**src/rtl/bkm_data_iter.sv**
```systemverilog
// Iterative BKM datapath: N-step E-mode (complex multiply by 1 + d*2^-n) or L-mode (log-term subtract).
// Build option: define BKM_ITER_SAT_EN to clamp overflowing results; otherwise they wrap.
module bkm_data_iter #(
  parameter int W     = 8,
  parameter int N     = 8,
  parameter int LOG2N = 3
) (
  input  logic             clk,
  input  logic             arst,
  input  logic             ena,
  input  logic             start,
  input  logic             abort,
  input  logic             mode,
  input  logic [W-1:0]     x0,
  input  logic [W-1:0]     y0,
  output logic             busy,
  output logic             done,
  input  logic             d_valid,
  output logic             d_ready,
  input  logic [1:0]       d_x,
  input  logic [1:0]       d_y,
  output logic [LOG2N-1:0] lut_n,
  output logic [1:0]       lut_dx,
  output logic [1:0]       lut_dy,
  input  logic [W-1:0]     lut_X,
  input  logic [W-1:0]     lut_Y,
  output logic [W-1:0]     x_out,
  output logic [W-1:0]     y_out,
  output logic             err_digit,
  output logic             ovf
);

  typedef enum logic [1:0] {
    S_IDLE,
    S_RUN,
    S_DONE
  } state_t;

  localparam logic [LOG2N-1:0] LAST = LOG2N'(N - 1);

  state_t             state_q, state_d;
  logic [LOG2N-1:0]   n_q;
  logic               mode_q;
  logic               load, step;

  logic               dx_p, dx_m, dy_p, dy_m, dig_ill;
  logic signed [W-1:0]   xs, ys;
  logic signed [W+1:0]   xe, ye, xse, yse, lxe, lye;
  logic signed [W+1:0]   x_sum, y_sum;
  logic               x_ovf, y_ovf;
  logic [W-1:0]       x_wb, y_wb;

  assign busy    = (state_q == S_RUN) || (state_q == S_DONE);
  assign done    = (state_q == S_DONE);
  assign d_ready = (state_q == S_RUN) && ena;
  assign lut_n   = n_q;
  assign lut_dx  = d_x;
  assign lut_dy  = d_y;

  // Digit decode: the illegal code 10 contributes nothing but is flagged.
  assign dx_p    = (d_x == 2'b01);
  assign dx_m    = (d_x == 2'b11);
  assign dy_p    = (d_y == 2'b01);
  assign dy_m    = (d_y == 2'b11);
  assign dig_ill = (d_x == 2'b10) || (d_y == 2'b10);

  assign xs  = $signed(x_out) >>> n_q;
  assign ys  = $signed(y_out) >>> n_q;
  assign xe  = {{2{x_out[W-1]}}, x_out};
  assign ye  = {{2{y_out[W-1]}}, y_out};
  assign xse = {{2{xs[W-1]}}, xs};
  assign yse = {{2{ys[W-1]}}, ys};
  assign lxe = {{2{lut_X[W-1]}}, lut_X};
  assign lye = {{2{lut_Y[W-1]}}, lut_Y};

  always_comb begin
    x_sum = xe;
    y_sum = ye;
    if (mode_q) begin
      x_sum = xe - lxe;
      y_sum = ye - lye;
    end else begin
      if (dx_p) begin
        x_sum = x_sum + xse;
        y_sum = y_sum + yse;
      end
      if (dx_m) begin
        x_sum = x_sum - xse;
        y_sum = y_sum - yse;
      end
      if (dy_p) begin
        x_sum = x_sum - yse;
        y_sum = y_sum + xse;
      end
      if (dy_m) begin
        x_sum = x_sum + yse;
        y_sum = y_sum - xse;
      end
    end
  end

  // In range iff the top three bits of the W+2-bit sum agree.
  assign x_ovf = !((&x_sum[W+1:W-1]) || !(|x_sum[W+1:W-1]));
  assign y_ovf = !((&y_sum[W+1:W-1]) || !(|y_sum[W+1:W-1]));

`ifdef BKM_ITER_SAT_EN
  assign x_wb = !x_ovf ? x_sum[W-1:0] :
                x_sum[W+1] ? {1'b1, {(W-1){1'b0}}} : {1'b0, {(W-1){1'b1}}};
  assign y_wb = !y_ovf ? y_sum[W-1:0] :
                y_sum[W+1] ? {1'b1, {(W-1){1'b0}}} : {1'b0, {(W-1){1'b1}}};
`else
  assign x_wb = x_sum[W-1:0];
  assign y_wb = y_sum[W-1:0];
`endif

  always_comb begin
    state_d = state_q;
    load    = 1'b0;
    step    = 1'b0;
    case (state_q)
      S_IDLE: begin
        if (start) begin
          load    = 1'b1;
          state_d = S_RUN;
        end
      end
      S_RUN: begin
        if (abort) begin
          state_d = S_IDLE;
        end else if (d_valid) begin
          step = 1'b1;
          if (n_q == LAST) state_d = S_DONE;
        end
      end
      S_DONE:  state_d = S_IDLE;
      default: state_d = S_IDLE;
    endcase
  end

  always_ff @(posedge clk) begin
    if (arst) begin
      state_q   <= S_IDLE;
      n_q       <= '0;
      mode_q    <= 1'b0;
      x_out     <= '0;
      y_out     <= '0;
      err_digit <= 1'b0;
      ovf       <= 1'b0;
    end else if (ena) begin
      state_q <= state_d;
      if (load) begin
        x_out     <= x0;
        y_out     <= y0;
        mode_q    <= mode;
        n_q       <= '0;
        err_digit <= 1'b0;
        ovf       <= 1'b0;
      end else if (step) begin
        x_out <= x_wb;
        y_out <= y_wb;
        n_q   <= n_q + 1'b1;
        if (dig_ill) err_digit <= 1'b1;
        if (x_ovf || y_ovf) ovf <= 1'b1;
      end
    end
  end

endmodule
```
**config.mk**
```make
export PLATFORM = sky130hd
export DESIGN_NAME = bkm_data_iter
export DESIGN_NICKNAME = d
export VERILOG_FILES = /design/src/rtl/bkm_data_iter.sv
export SDC_FILE = /design/constraint.sdc
export NUM_CORES = 1
export LEC_CHECK = 0
export BUFFER_PORTS_ARGS = -buffer_cell sky130_fd_sc_hd__buf_2
export CORE_MARGIN = 2
export CORE_UTILIZATION = 61
export CTS_CLUSTER_DIAMETER = 80
export CTS_CLUSTER_SIZE = 30
export DETAILED_ROUTE_END_ITERATION = 7
export MAX_ROUTING_LAYER = met4
export PLACE_DENSITY = 0.83
export SLEW_MARGIN = 5
export SYNTH_ARGS = -nofsm -noshare
export SYNTH_HDL_FRONTEND = slang
export SYNTH_SLANG_ARGS = --single-unit
```
**constraint.sdc**
```tcl
create_clock -name clk -period 8.2 [get_ports clk]
set_input_delay 1.64 -clock clk [delete_from_list [all_inputs] [get_ports clk]]
set_output_delay 1.64 -clock clk [all_outputs]
set_load 0.02 [all_outputs]
```
==> impl_metrics.toml <==
[outcome]
status = "finished, final reports clean"

[layout]
syn_to_final_growth_pct = 8.45
final_cell_mix = "nor2_1 (95), ha_1 (87), nand2_1 (75)"
final_core_util_pct = 68.0
antenna_cells = 0
final_nets = 1046
layout-drive-gt1-share_pct = 13.4
final_common_cell = "nor2_1"
stdcell_area_um2 = 6620

[detailed_routing]
vias = 6485
drt_iter0_drc = 541
dr.pass1.iters = 5
ant_nets = 0
drc = 0
drt-total-wl_um = 18200
via_per_inst = 6.25
wl_per_cell_um = 17.5

[min_path]
hold_depth = 2
hold_end = "ovf"
min-delay-start = "ovf"
worstHoldPathType = "reg2reg"

[timing]
fmax_mhz = 133
setup_tns_ns = 0
fin_crit_sh_pct = 91.7
period_needed_ns = 7.52
final_hold_viol_count = 0
slew_headroom_pct = 39.9
tightest_slew_ns = 0.898
rsz0062_at_grt = "false"
setup_violations = 0
fin_skew_ns = 0.00647
final_max_slew_viol_count = 0
fin_hold_ws_ns = 0.538

[global_route]
antenna_found_initial = 0
grt_use_total_pct = 34.1
globalRouteOverflowTotal = 0
grt_pass1_wl_um = 29400
grt_max_degree = 35
grt_pass1_vias = 5857

[placed_design]
place_area_um2 = 6550
place_congestion = 1.01
place_hpwl_um = 14500
port_buffers = 70

[die]
initial_core_util_pct = 62.7
die_x_um = 104
die_h_um = 104
fp-row-count = 36
die-area_um2 = 10800
io_pins = 71
core_um2 = 9730

[logic_synthesis]
syn_nets = 995
synthCells = 855
yosysUniqueCellTypes = 66
yosysWarnings = 0
synth_ff_type = "dfxtp_1"
synth-async-reset-ratio_pct = 0
syn_area_um2 = 6100
postSynthAreaPerCell_um2 = 7.13
yosysSeqAreaShare_pct = 7.88
synth.ff_latch_count = 24
synth_edf_count = 0

[worst_setup_path]
crit_path_end_kind = "flop"
crit_cells = 33
r2r-start = "lut_n[1]"
arrival_ns = 7.72
crit_family = "compound AO/OA/AOI/OAI gates"
critPathBufInv = 1
path_max_fanout = 15
worstSetupStartpointType = "flop"
critical_path.max_stage_delay_ns = 0.58
worstRegToRegCells = 33
cpMaxStageDelayCell = "a2111oi_0"
timing.rr.end = "ovf"
critPathRequiredTime_ns = 8.41
r2r_slack_ns = 0.68
critPathLaunch = "lut_n[1]"
crit_type = "reg2reg"

[cts]
cts_hold_buf = 0
clkSlewWorstSetupHoldPaths_ns = 0.09
cts_max_level = 1
cts-root-buf = "clkbuf_8"
cts_tree = "done"
cts_setup_buffers = 0
cts.path.max_buffers = 2
clock_latency_ns = 0.27
cts_buffers = 3
clock_sinks = 24
cts_resized = 0

[power]
p_total_mw = 1.05
power_density_nw_per_um2 = 159
irDropWorstVdd_uv = 85.1
p_leak_nw = 3.14

[flow_run]
cap_violations = 0
## cell usage after synthesis (12+ instances only)
| cell type | n | area, µm² |
|---|---|---|
| dfxtp_1 | 24 | 480 |
| xnor2_1 | 30 | 263 |
| mux2_2 | 15 | 169 |
| nor2b_1 | 21 | 131 |
| mux2i_1 | 20 | 200 |
| a21oi_1 | 71 | 355 |
| xor2_1 | 16 | 140 |
| nor3_1 | 26 | 130 |
| o21ai_0 | 61 | 305 |
| a211oi_1 | 24 | 180 |
| nand2_1 | 75 | 282 |
| a21o_1 | 20 | 150 |
| clkbuf_1 | 24 | 90.1 |
| ha_1 | 87 | 1090 |
| nand3_1 | 17 | 85.1 |
| inv_1 | 60 | 225 |
| o211ai_1 | 12 | 90.1 |
| nor2_1 | 95 | 357 |
| o21a_1 | 17 | 128 |
| nand2b_1 | 15 | 93.8 |
## power by group
part           leakage, nW  internal [mW]  switching, mW  total [mW]
Combinational         2.91          0.352          0.476       0.828
Clock               0.0288         0.0429         0.0387      0.0816
Sequential           0.197          0.125         0.0155       0.140
## sequential cells by signal, indices dropped and copies added (netlist names)
| signal | flops |
|---|---|
| y_out | 8 |
| mode_q | 1 |
| ovf | 1 |
| x_out | 8 |
| lut_n | 3 |
| state_q | 2 |
| err_digit | 1 |
## through the flow
| stage | setup slack, ns | cells |
|---|---|---|
| floorplan | 1.04 | 855 |
| global placement | 0.605 | 1034 |
| detailed placement | 0.616 | 1034 |
| CTS | 0.539 | 1038 |
| global route | 0.0747 | 1038 |
| finish | 0.684 | 1038 |
## tightest hold or removal path, stage by stage (launching register included)
cell,delay (ns)
dfxtp_1,0.34
a21oi_1,0.07
o21ai_1,0.10
## kinds of logic (layout without fill, tap and decap cells)
logic type	Yosys count	count (layout)	share of synthesized area (%)
AND/OR/NAND/NOR	283	283	21.6
adder cells (fa/ha/maj)	97	97	21.1
flip-flops	24	24	7.88
AO/OA/AOI/OAI	267	267	28.6
multiplexers	40	40	7.71
XOR/XNOR	46	46	6.61
buffers and inverters	98	148	6.46
## worst max path at each step
stage,slack [ns],to
after floorplan,1.04,ovf
after global placement,0.61,ovf
after detailed placement,0.62,ovf
after CTS,0.54,ovf
after global routing,0.07,ovf
final,0.68,ovf
## layout make-up
cell class | count | area [µm²]
flip-flops and latches | 24 | 483
clock buffers | 4 | 55.1
fillers | 889 | 3110
repair buffers | 84 | 455
inverters | 60 | 225
well taps | 133 | 166
multi-input cells | 733 | 5230
## routing by layer
layer / track usage [%] / vias up / part of all wire (%)
li1: - / 3200 / -
met1: 45.4 / 2939 / 44
met2: 53.7 / 300 / 45
met3: 3.82 / 46 / 7.4
met4: 12.0 / 0 / 3.6
met5: - / - / 0
Note: power is estimated with default switching activity, not from simulation.
